[config.mk]
export PLATFORM = sky130hd
export DESIGN_NAME = stream_burst_arbiter
export DESIGN_NICKNAME = d
export VERILOG_FILES = /design/src/rtl/stream_burst_arbiter.sv
export SDC_FILE = /design/constraint.sdc
export NUM_CORES = 1
export LEC_CHECK = 0
export ABC_AREA = 1
export ABC_CLOCK_PERIOD_IN_PS = 2000
export CAP_MARGIN = 20
export CORE_MARGIN = 2
export CORE_UTILIZATION = 43
export CTS_BUF_LIST = sky130_fd_sc_hd__clkbuf_2 sky130_fd_sc_hd__clkbuf_4 sky130_fd_sc_hd__clkbuf_8
export CTS_CLUSTER_SIZE = 24
export DETAILED_ROUTE_END_ITERATION = 10
export GPL_TIMING_DRIVEN = 0
export PLACE_DENSITY_LB_ADDON = 0.3
export SYNTH_ARGS = -nofsm -noshare
export SYNTH_HDL_FRONTEND = slang
export SYNTH_SLANG_ARGS = --single-unit
[constraint.sdc]
create_clock -name clk -period 2 [get_ports clk]
set_input_delay 0.3 -clock clk [delete_from_list [all_inputs] [get_ports clk]]
set_output_delay 0.3 -clock clk [all_outputs]
set_load 0.02 [all_outputs]
[src/rtl/stream_burst_arbiter.sv]
// stream_burst_arbiter
// Round-robin packet arbiter: NUM_SRC valid/last/keep/data burst sources share one
// downstream stream. A grant is held from the first beat of a packet through its
// last beat. The output is a single registered slice with ready backpressure, and
// per-packet beat counting with a sticky over-length flag.
module stream_burst_arbiter #(
    parameter int NUM_SRC   = 2,
    parameter int DATA_W    = 32,
    parameter int MAX_BEATS = 258,
    parameter int BEAT_W    = 10,
    localparam int KEEP_W   = DATA_W / 8,
    localparam int SRC_W    = $clog2(NUM_SRC)
) (
    input  logic                      clk,
    input  logic                      rst_n,
    input  logic [NUM_SRC-1:0]        s_valid_in,
    input  logic [NUM_SRC-1:0]        s_last_in,
    input  logic [NUM_SRC*KEEP_W-1:0] s_keep_in,
    input  logic [NUM_SRC*DATA_W-1:0] s_data_in,
    output logic [NUM_SRC-1:0]        s_ready_out,
    output logic                      m_valid_out,
    output logic                      m_last_out,
    output logic [KEEP_W-1:0]         m_keep_out,
    output logic [DATA_W-1:0]         m_data_out,
    output logic [SRC_W-1:0]          m_src_out,
    input  logic                      m_ready_in,
    output logic                      pkt_done_out,
    output logic [BEAT_W-1:0]         pkt_beats_out,
    output logic                      err_long_out
);

    localparam logic [SRC_W:0]  NUM_SRC_W = (SRC_W + 1)'(NUM_SRC);
    localparam logic [BEAT_W:0] MAX_W     = (BEAT_W + 1)'(MAX_BEATS);

    typedef enum logic {
        ST_IDLE = 1'b0,
        ST_XFER = 1'b1
    } state_t;

    state_t              state_q, state_d;
    logic [SRC_W-1:0]    grant_q, grant_d;
    logic [SRC_W-1:0]    rr_q, rr_d;
    logic [BEAT_W-1:0]   cnt_q, cnt_d;
    logic [BEAT_W-1:0]   beats_q, beats_d;
    logic                err_q, err_d;
    logic                m_valid_q, m_valid_d;
    logic                m_last_q, m_last_d;
    logic [KEEP_W-1:0]   m_keep_q, m_keep_d;
    logic [DATA_W-1:0]   m_data_q, m_data_d;
    logic [SRC_W-1:0]    m_src_q, m_src_d;

    // Per-source views of the flattened data/keep buses
    logic [DATA_W-1:0] data_arr [NUM_SRC];
    logic [KEEP_W-1:0] keep_arr [NUM_SRC];

    genvar gi;
    generate
        for (gi = 0; gi < NUM_SRC; gi++) begin : g_unpack
            assign data_arr[gi] = s_data_in[gi*DATA_W +: DATA_W];
            assign keep_arr[gi] = s_keep_in[gi*KEEP_W +: KEEP_W];
        end
    endgenerate

    // Round-robin search: rotate requests so bit 0 is the source at rr_ptr
    logic [NUM_SRC-1:0] req_rot;
    logic               pick_found;
    logic [SRC_W:0]     pick_sum;
    logic [SRC_W-1:0]   pick;

    assign req_rot = NUM_SRC'({s_valid_in, s_valid_in} >> rr_q);

    // First requester at or after rr_ptr, wrapping modulo NUM_SRC
    always_comb begin
        pick_found = 1'b0;
        pick_sum   = '0;
        pick       = rr_q;
        for (int k = 0; k < NUM_SRC; k++) begin
            if (!pick_found && req_rot[k]) begin
                pick_found = 1'b1;
                pick_sum   = {1'b0, rr_q} + (SRC_W + 1)'(k);
                if (pick_sum >= NUM_SRC_W) begin
                    pick_sum = pick_sum - NUM_SRC_W;
                end
                pick = pick_sum[SRC_W-1:0];
            end
        end
    end

    // Only the granted source may see ready, and only when the slice can take a beat
    logic             ready_g;
    logic             accept;
    logic [SRC_W:0]   grant_p1;
    logic [SRC_W-1:0] rr_after;
    logic [BEAT_W:0]  cnt_p1;
    logic [BEAT_W-1:0] cnt_inc;

    assign ready_g     = (state_q == ST_XFER) && (!m_valid_q || m_ready_in);
    assign s_ready_out = ready_g ? (NUM_SRC'(1) << grant_q) : '0;
    assign accept      = ready_g && s_valid_in[grant_q];

    assign grant_p1 = {1'b0, grant_q} + (SRC_W + 1)'(1);
    assign rr_after = (grant_p1 == NUM_SRC_W) ? '0 : grant_p1[SRC_W-1:0];

    // Saturating count+1: the MSB of the widened sum flags overflow
    assign cnt_p1  = {1'b0, cnt_q} + (BEAT_W + 1)'(1);
    assign cnt_inc = cnt_p1[BEAT_W] ? cnt_q : cnt_p1[BEAT_W-1:0];

    // Next-state: arbitration FSM, beat counting and the output slice
    always_comb begin
        state_d   = state_q;
        grant_d   = grant_q;
        rr_d      = rr_q;
        cnt_d     = cnt_q;
        beats_d   = beats_q;
        err_d     = err_q;
        m_valid_d = m_valid_q;
        m_last_d  = m_last_q;
        m_keep_d  = m_keep_q;
        m_data_d  = m_data_q;
        m_src_d   = m_src_q;

        case (state_q)
            ST_IDLE: begin
                if (|s_valid_in) begin
                    grant_d = pick;
                    cnt_d   = '0;
                    state_d = ST_XFER;
                end
            end
            ST_XFER: begin
                if (accept) begin
                    cnt_d = cnt_inc;
                    if (s_last_in[grant_q]) begin
                        beats_d = cnt_inc;
                        if (cnt_p1 > MAX_W) begin
                            err_d = 1'b1;
                        end
                        rr_d    = rr_after;
                        state_d = ST_IDLE;
                    end
                end
            end
            default: state_d = ST_IDLE;
        endcase

        // A new beat overwrites the slice; otherwise a taken beat just clears valid
        if (accept) begin
            m_valid_d = 1'b1;
            m_last_d  = s_last_in[grant_q];
            m_keep_d  = keep_arr[grant_q];
            m_data_d  = data_arr[grant_q];
            m_src_d   = grant_q;
        end else if (m_valid_q && m_ready_in) begin
            m_valid_d = 1'b0;
        end
    end

    // State and output registers
    always_ff @(posedge clk or negedge rst_n) begin
        if (!rst_n) begin
            state_q   <= ST_IDLE;
            grant_q   <= '0;
            rr_q      <= '0;
            cnt_q     <= '0;
            beats_q   <= '0;
            err_q     <= 1'b0;
            m_valid_q <= 1'b0;
            m_last_q  <= 1'b0;
            m_keep_q  <= '0;
            m_data_q  <= '0;
            m_src_q   <= '0;
        end else begin
            state_q   <= state_d;
            grant_q   <= grant_d;
            rr_q      <= rr_d;
            cnt_q     <= cnt_d;
            beats_q   <= beats_d;
            err_q     <= err_d;
            m_valid_q <= m_valid_d;
            m_last_q  <= m_last_d;
            m_keep_q  <= m_keep_d;
            m_data_q  <= m_data_d;
            m_src_q   <= m_src_d;
        end
    end

    assign m_valid_out   = m_valid_q;
    assign m_last_out    = m_last_q;
    assign m_keep_out    = m_keep_q;
    assign m_data_out    = m_data_q;
    assign m_src_out     = m_src_q;
    assign pkt_beats_out = beats_q;
    assign err_long_out  = err_q;
    assign pkt_done_out  = m_valid_q && m_ready_in && m_last_q;

endmodule

==> summary.md <==
| Metric | Value |
|---|---|
| Core area | 6760 µm² |
| CTS Buf Count | 9 |
| First-pass GRT wire length | 13800 µm |
| CP Launch Type | primary input |
| Status | finished, final reports clean |
| Die Y | 87.4 µm |
| Mapped Cells | 369 |
| Final worst path period share | 0.945 |
| Via count | 3058 |
| Critical-path cell list | clkdlybuf4s50_1 -> inv_1 -> a21oi_1 -> inv_1 -> nor2_1 -> dlygate4sd2_1 |
| Routed WL | 8710 µm |
| Post-route ant nets | 0 |
| Hpwl dp | 6430 µm |
| Ys flop type | dfrtp_1 |
| Drt drc | 0 |
| H-tree levels | 3 |
| WP data required | 1.70 ns |
| Global route hottest layer | met2 |
| Worst IR Drop VDD | 0.000804 V |
| Ys Warns | 0 |
| Skew final | 0.00563 ns |
| Leak | 2.11 nW |
| Pin count of the biggest net entering global routing | 64 |
| Commonest non-fill, non-tap cell in the layout | clkdlybuf4s50_1 |
| Clock latency on the worst-skew pair | 0.34 ns |
| Max Transition Viols Final | 0 |
| Final setup fails | 0 |
| Die ar. | 7630 µm² |
| Async S/R FF share, synth | 1.00 |
| Setup TNS | 0 ns |
| Cell mode on critical path | inv_1 |
| Layout fillers | 564 |
| Initial Util | 0.442 |
| Hold Vio Cnt, Final | 0 |
| Synthesized flop and latch total | 63 |
| Commonest non-fill, non-tap cells in the layout | clkdlybuf4s50_1, nand2_1, dfrtp_1 |
| CP arrival | 1.59 ns |
| Synthesis-to-layout area growth | 54.0% |
| CTS Sinks | 63 |
| Final GP Congestion | 0.824 |
| Synth area leaders | dfrtp_1, nand2_1, a31oi_1, nor2_1, inv_1 |
| Power per cell area | 1530 nW/µm² |
| Drt pass-1 iters | 4 |
| Clock Pin Slew Worst Setup and Hold Paths | 0.07 ns |
| Cell Area, Synth | 2990 µm² |
| Antenna Cells | 0 |
| Initial antenna violation count | 0 |
| GRT Util Overall | 0.235 |
| Nets | 591 |
| Layout cell share with drive strength beyond 1 | 0.0816 |
| Max Buffers Root-to-Sink | 2 |
| Remaining Overflow, GRT | 0 |
| Mapped Avg Cell Area | 8.10 µm² |
| Max Cap Violations | 0 |
| Crit path largest cell delay | 0.48 ns |
| Post-Route Utilization | 0.681 |
| Met1 Usage GRT | 0.273 |
| Mapped Nets | 450 |
| Sequential-to-total area share from yosys stat | 0.527 |
| Worst Path Max Fanout | 2 |
| Fmax | 529 MHz |
| Vias in the first global route | 2920 |
| Die X | 87.4 µm |
| # rows | 30 |
| Tightest Pin Transition | 0.772 ns |
| RSZ-0062 raised after global routing | no |
| CP Capture Type | output port |
| Crit path time final | 1.89 ns |
| Slew headroom | 0.485 |
| Post-synth top area cell | dfrtp_1 |
| I/O Pins | 132 |
| Setup CP Type | in2out |
| Post-synth EDFFs | 0 |
| IO Port Bufs | 131 |
| Met2 track utilization from global routing | 0.394 |
| HP Class | in2async |
| Vias per std cell | 5.14 |
| Post-synth top area share | 0.527 |
| Routed length per instance | 14.6 µm |
| CP max-delay cell | clkdlybuf4s50_1 |
| Yosys cell types | 28 |
| Clock Tree Root | clkbuf_8 |
| CTS tree | yes |
| Met3 usage | 0.0844 |
| Number of DRC markers in iteration 0 | 182 |
-- power breakdown --
part	internal [W]	switching, W	total (W)
combinational	0.00158	0.00209	0.00367
sequential	0.00183	0.000345	0.00217
clock	0.000688	0.000491	0.00118
total	0.00409	0.00293	0.00702
-- area by class of cell --
cell class | count | area, µm² | share of cell area
flip-flops and latches | 63 | 1580 | 0.342
repair buffers | 131 | 1310 | 0.284
multi-input cells | 260 | 1210 | 0.264
clock buffers | 13 | 173 | 0.0375
inverters | 29 | 109 | 0.0236
well taps | 80 | 100 | 0.0217
plain buffers | 16 | 86.3 | 0.0188
clock inverters | 3 | 40.0 | 0.00870
-- path summary, 6_finish.rpt --
kind / endpoint / from / cells after the start / slack (ns)
max: s_ready_out[0] / m_ready_in / 6 / 0.11
min: pkt_beats_out[3] / rst_n / 1 / 0.04
max reg2reg: pkt_beats_out[7] / cnt_q[0] / 9 / 0.32
min reg2reg: err_long_out / err_long_out / 2 / 0.48
max in group asynchronous: m_data_out[7] / rst_n / 1 / 1.45
min in group clk: err_long_out / err_long_out / 2 / 0.48
-- Yosys cell counts (2+ instances only) --
cell,n
ha_1,2
a21oi_1,2
buf_4,5
nor2_1,48
nand3_1,7
o22ai_1,2
nand2_1,120
dfrtp_1,63
buf_2,6
o21ai_0,14
nand2_2,2
inv_2,5
a31oi_1,36
o21ai_1,16
clkbuf_1,5
inv_1,24
-- logic make-up (layout without fill, tap and decap cells) --
kind of cell / count (synthesis) / count (layout) / synth area share
AND/OR/NAND/NOR: 183 / 183 / 0.249
adder cells (fa/ha/maj): 2 / 2 / 0.00837
flip-flops: 63 / 63 / 0.527
XOR/XNOR: 1 / 1 / 0.00293
AO/OA/AOI/OAI: 74 / 74 / 0.146
buffers and inverters: 46 / 192 / 0.0666
-- repair_timing --
action / in CTS / in global routing
hold buffers: 0 / 0
buffers inserted: 0 / 0
setup endpoints to repair: 2 / 2
endpoints found under the hold margin: 0 / 0
gates resized for setup: 2 / 3
-- stage by stage --
| stage | hold WS [ns] | total power (W) | area [µm²] | instances | setup slack [ns] |
|---|---|---|---|---|---|
| 2_1_floorplan | 0.00441 | 0.00420 | 2990 | 369 | 0.569 |
| 3_3_place_gp | 0.463 | 0.00578 | 4400 | 580 | -1.41 |
| 3_5_place_dp | 0.432 | 0.00589 | 4400 | 580 | -0.225 |
| 4_1_cts | 0.0637 | 0.00707 | 4600 | 595 | 0.0204 |
| 5_1_grt | 0.117 | 0.00749 | 4600 | 595 | 0.0341 |
| 6_report | 0.0387 | 0.00702 | 4600 | 595 | 0.111 |
-- routing by layer --
layer | up-vias | routed length, µm
li1 | 1482 | -
met1 | 1445 | 3350
met2 | 119 | 4400
met3 | 12 | 785
met4 | 0 | 163
met5 | - | 0
-- critical path, delay by kind of cell --
family	cells	cell delay, ns
buffers and inverters	4	0.98
AOI/OAI and AO/OA	1	0.22
and+or+nand+nor	1	0.08
-- sequential cells by signal, indices dropped and copies added, names as in the netlist --
name / cells
m_data_out: 32
cnt_q: 10
pkt_beats_out: 10
m_keep_out: 4
err_long_out: 1
grant_q: 1
m_last_out: 1
m_src_out: 1
m_valid_out: 1
rr_q: 1
state_q: 1
No activity file was read; power rests on OpenSTA's default activity.
